## src/rtl/sp_stream_out.sv

```systemverilog
`default_nettype none
// ============================================================================
// Module   : sp_stream_out
// Purpose  : Dumps every row of one scratchpad target onto a valid/ready
//            output stream.  Reads are issued in address order 0..ENTRIES-1
//            into a 2-entry skid FIFO so the stream never loses or reorders
//            a row under back-pressure.
// Revision : 1.0 - initial release
// ============================================================================
module sp_stream_out #(
    parameter int DATA_WIDTH  = 32,
    parameter int BUS_WIDTH   = 64,
    parameter int SP_NTARGETS = 4,
    parameter int MAX_DIM     = BUS_WIDTH / DATA_WIDTH,
    parameter int ENTRIES     = MAX_DIM * MAX_DIM,
    parameter int AW          = 2 * $clog2(MAX_DIM),
    parameter int TW          = $clog2(SP_NTARGETS)
) (
    input  logic                 clk_i,
    input  logic                 rst_ni,
    input  logic                 start_i,
    input  logic [TW-1:0]        target_i,
    output logic                 sp_rd_en_o,
    output logic [TW-1:0]        sp_rd_target_o,
    output logic [AW-1:0]        sp_rd_addr_o,
    input  logic [BUS_WIDTH-1:0] sp_rd_data_i,
    output logic                 m_valid_o,
    input  logic                 m_ready_i,
    output logic [BUS_WIDTH-1:0] m_data_o,
    output logic [AW-1:0]        m_index_o,
    output logic                 m_last_o,
    output logic                 busy_o,
    output logic                 done_o
);

    localparam logic [1:0]    c_IDLE      = 2'd0;
    localparam logic [1:0]    c_READ      = 2'd1;
    localparam logic [1:0]    c_DRAIN     = 2'd2;
    localparam logic [1:0]    c_DONE      = 2'd3;
    localparam logic [AW-1:0] c_LAST_ADDR = AW'(ENTRIES - 1);

    logic [1:0]           r_state;
    logic [1:0]           w_state_nxt;
    logic [TW-1:0]        r_target;
    logic [AW-1:0]        r_addr;
    logic [BUS_WIDTH-1:0] r_fifo_data [2];
    logic [AW-1:0]        r_fifo_idx  [2];
    logic                 r_wr_ptr;
    logic                 r_rd_ptr;
    logic [1:0]           r_count;
    logic                 w_fifo_valid;
    logic                 w_push;
    logic                 w_pop;

    // State register.
    always_ff @(posedge clk_i) begin
        if (!rst_ni) begin
            r_state <= c_IDLE;
        end else begin
            r_state <= w_state_nxt;
        end
    end

    // Next-state logic: the last issued read ends READ, an emptied FIFO ends DRAIN.
    always_comb begin
        w_state_nxt = r_state;
        case (r_state)
            c_IDLE: begin
                if (start_i) begin
                    w_state_nxt = c_READ;
                end
            end
            c_READ: begin
                if (w_push && (r_addr == c_LAST_ADDR)) begin
                    w_state_nxt = c_DRAIN;
                end
            end
            c_DRAIN: begin
                if ((r_count == 2'd0) || ((r_count == 2'd1) && w_pop)) begin
                    w_state_nxt = c_DONE;
                end
            end
            c_DONE: begin
                w_state_nxt = c_IDLE;
            end
            default: begin
                w_state_nxt = c_IDLE;
            end
        endcase
    end

    // Outputs: read strobe gated by FIFO space, stream driven from the FIFO head.
    // A read is allowed into a full FIFO when the head leaves in the same cycle.
    always_comb begin
        w_fifo_valid   = (r_count != 2'd0);
        w_pop          = w_fifo_valid && m_ready_i;
        w_push         = (r_state == c_READ) && ((r_count < 2'd2) || w_pop);

        busy_o         = (r_state != c_IDLE);
        done_o         = (r_state == c_DONE);

        sp_rd_en_o     = w_push;
        sp_rd_target_o = w_push ? r_target : '0;
        sp_rd_addr_o   = w_push ? r_addr   : '0;

        m_valid_o      = w_fifo_valid;
        m_data_o       = w_fifo_valid ? r_fifo_data[r_rd_ptr] : '0;
        m_index_o      = w_fifo_valid ? r_fifo_idx[r_rd_ptr]  : '0;
        m_last_o       = w_fifo_valid && (r_fifo_idx[r_rd_ptr] == c_LAST_ADDR);
    end

    // Datapath: target latch, read address counter and the 2-entry FIFO.
    always_ff @(posedge clk_i) begin
        if (!rst_ni) begin
            r_target <= '0;
            r_addr   <= '0;
            r_wr_ptr <= 1'b0;
            r_rd_ptr <= 1'b0;
            r_count  <= 2'd0;
            for (int i = 0; i < 2; i++) begin
                r_fifo_data[i] <= '0;
                r_fifo_idx[i]  <= '0;
            end
        end else begin
            // Address holds at the last row once it has been read; a new
            // dump always restarts it from zero.
            if ((r_state == c_IDLE) && start_i) begin
                r_target <= target_i;
                r_addr   <= '0;
            end else if (w_push && (r_addr != c_LAST_ADDR)) begin
                r_addr <= r_addr + 1'b1;
            end

            // Read data is valid in the strobe cycle, so it is captured at
            // the edge that closes that cycle, tagged with its row address.
            if (w_push) begin
                r_fifo_data[r_wr_ptr] <= sp_rd_data_i;
                r_fifo_idx[r_wr_ptr]  <= r_addr;
                r_wr_ptr              <= ~r_wr_ptr;
            end

            if (w_pop) begin
                r_rd_ptr <= ~r_rd_ptr;
            end

            case ({w_push, w_pop})
                2'b10:   r_count <= r_count + 2'd1;
                2'b01:   r_count <= r_count - 2'd1;
                default: r_count <= r_count;
            endcase
        end
    end

endmodule
`default_nettype wire

```

## config.mk

```make
export PLATFORM = sky130hd
export DESIGN_NAME = sp_stream_out
export DESIGN_NICKNAME = d
export VERILOG_FILES = /design/src/rtl/sp_stream_out.sv
export SDC_FILE = /design/constraint.sdc
export NUM_CORES = 1
export LEC_CHECK = 0
export CAP_MARGIN = 20
export CORE_UTILIZATION = 40
export DETAILED_ROUTE_END_ITERATION = 12
export DONT_BUFFER_PORTS = 1
export PLACE_DENSITY_LB_ADDON = 0.25
export SLEW_MARGIN = 20
export SYNTH_ARGS = -nofsm -noshare
export SYNTH_HDL_FRONTEND = slang
export SYNTH_SLANG_ARGS = --single-unit
```

## constraint.sdc

```tcl
create_clock -name clk_i -period 8.6 [get_ports clk_i]
set_input_delay 1.29 -clock clk_i [delete_from_list [all_inputs] [get_ports clk_i]]
set_output_delay 1.29 -clock clk_i [all_outputs]
set_load 0.03 [all_outputs]
```

==> out/metrics.yaml <==
status: "complete, no violations"
h-tree-depth: 4
ant_nets: 0
maxCapViolations: 0
syn_avg_cell_area_sq_um: 13.1
track_usage: 0.153
drv_slew: 0
drive_gt1_frac: 0.0774
drc: 0
max_freq_mhz: 264
worstMarginPinSlew_ps: 962
finalSetupViolations: 0
holdWs_ps: 469
die_w_um: 130
die_y_um: 130
yosysTopAreaCell: "edfxtp_1"
fin_util: 0.454
critical_path.max_fanout: 43
cts_tree: "built"
post_cts_resized: 0
gp_congestion: 0.725
rsz0062_at_grt: "no"
dieArea_sq_um: 16900
coreArea_sq_um: 15900
grt_pass1_wl_um: 18700
clk-insertion-delay-late_ps: 410
end_kind: "primary output"
yosys_warnings: 0
post-cts-setup-buffers: 0
dpl_cell_area_sq_um: 6680
synth_area_leaders: "edfxtp_1 60%, and2_1 13%, mux2i_1 11%"
worstSetupPathType: "flip-flop to primary output"
slew_headroom: 0.358
cp.arrival_ps: 2500
cts_root_buf: "clkbuf_16"
syn_area_sq_um: 6550
netlist_instances: 500
fin_area_sq_um: 7240
drtIter0Drc: 187
synth_nets: 578
clk_pin_slew_ps: 60
cts.path.max_buffers: 2
regArea_sq_um: 4190
fillers: 1473
postCtsHoldBufs: 0
wl_per_cell_um: 17.5
start_util: 0.411
drt_wl_total_um: 12600
final_cell_mix: "141 x and2_1, 132 x edfxtp_1, 69 x mux2i_1"
vias_per_cell: 4.87
leakagePower_nw: 2.60
area_growth_pct: 10.5
grt_overflow: 0
cp-start-kind: "flip-flop"
first_global_vias: 3481
synth_top_area_frac: 0.605
hold_path_class: "flip-flop to flip-flop"
clock_skew_ps: 9.45
hold_violations: 0
clock_sinks: 143
fin_crit_sh: 0.441
synth-seq-area-share: 0.639
antenna_found_initial: 0
ir_drop_mv: 0.287
worstPathRequired_ps: 7310
diodes: 0
multi_input_area_sq_um: 2160
rows: 46
dp_hpwl_um: 7520
layout_commonest_cell: "and2_1"
ios: 145
setup_tns_ps: 0
yosys.cell_types.count: 27
via_count: 3507
cts_buffers: 17
portBuffers: 0
dr.pass1.iters: 4
grt_max_degree: 69
ys_ff_latch: 143
num-nets-final: 569
pwr_density_cell_nw_per_um2: 331
min_period_ps: 3790
[worst max-delay path, stage by stage (launching register included)]
cell     delay [ps]
dfxtp_4         620
buf_4           690
mux2i_1         250
nor2_1          490
[report_power, final]
part / internal [mW] / switching [mW]
combinational: 0.190 / 0.517
sequential: 0.938 / 0.0631
clock: 0.425 / 0.260
[metal layers]
layer,vias up,routed length [um],GRT usage
met5,-,0,0
met4,0,114,0.0595
met3,13,1150,0.0709
met2,105,6110,0.246
met1,1698,5260,0.177
li1,1691,-,-
[cell type report]
class                           instances  share of cell area
Sequential cell                       143               0.578
Tap cell                              216              0.0373
Clock inverter                          3             0.00294
Multi-Input combinational cell        317               0.299
Timing Repair Buffer                    3             0.00311
Inverter                                9             0.00467
Clock buffer                           29              0.0748
[registers in the layout, indices dropped and copies added (netlist names), named ones only]
register,flops
r_state,2
r_fifo_idx,4
r_count,2
r_fifo_data,128
r_addr,2
r_rd_ptr,1
r_target,2
r_wr_ptr,1
[through the flow]
step           power [mW]  setup WS [ps]  cells
3_3_place_gp         1.72           4900    688
5_1_grt              2.52           4650    720
2_1_floorplan        1.63           1880    500
3_5_place_dp         1.74           4840    688
4_1_cts              2.43           4770    720
6_report             2.39           4810    720
[cells by family (layout without fill, tap and decap cells)]
| family | Yosys count | count (layout) | share of synthesized area |
|---|---|---|---|
| fa+ha+maj | 8 | 8 | 0.0153 |
| xor+xnor | 5 | 5 | 0.00668 |
| simple gates | 226 | 226 | 0.189 |
| compound gates | 9 | 9 | 0.0107 |
| flops | 143 | 143 | 0.639 |
| buf+inv | 40 | 44 | 0.0348 |
| mux | 69 | 69 | 0.105 |
[synth_stat cells]
cell type and count:
o21ai_4 1, inv_1 7, dfxtp_1 11, and2_1 141, edfxtp_1 132, nand2b_4 1, ha_1 8, o21ai_0 3
a21boi_0 2, nand2b_1 1, nand2_1 9, nor3_1 1, and3_1 1, nand3_1 2, o22ai_1 1, nor2_1 68
buf_6 9, clkbuf_1 14, xnor2_1 4, and3b_4 1, xor2_1 1, mux2i_1 69, buf_2 8, inv_2 2
and3_4 1, a311o_1 1, a211oi_1 1
[final timing paths]
| kind | from | end | slack (ps) | cells past startpoint |
|---|---|---|---|---|
| setup / recovery | flip-flop | m_data_o[1] | 4810 | 3 |
| hold / removal | r_target[1]$_SDFFE_PN0P_ | r_target[1]$_SDFFE_PN0P_ | 470 | 2 |
| setup reg to reg | r_count[1]$_SDFFE_PN0P_ | r_fifo_data[1][5]$_SDFFCE_PN0P_ | 5400 | 8 |
| hold reg to reg | r_target[1]$_SDFFE_PN0P_ | r_target[1]$_SDFFE_PN0P_ | 470 | 2 |
Power figures use the tool's default switching activity.
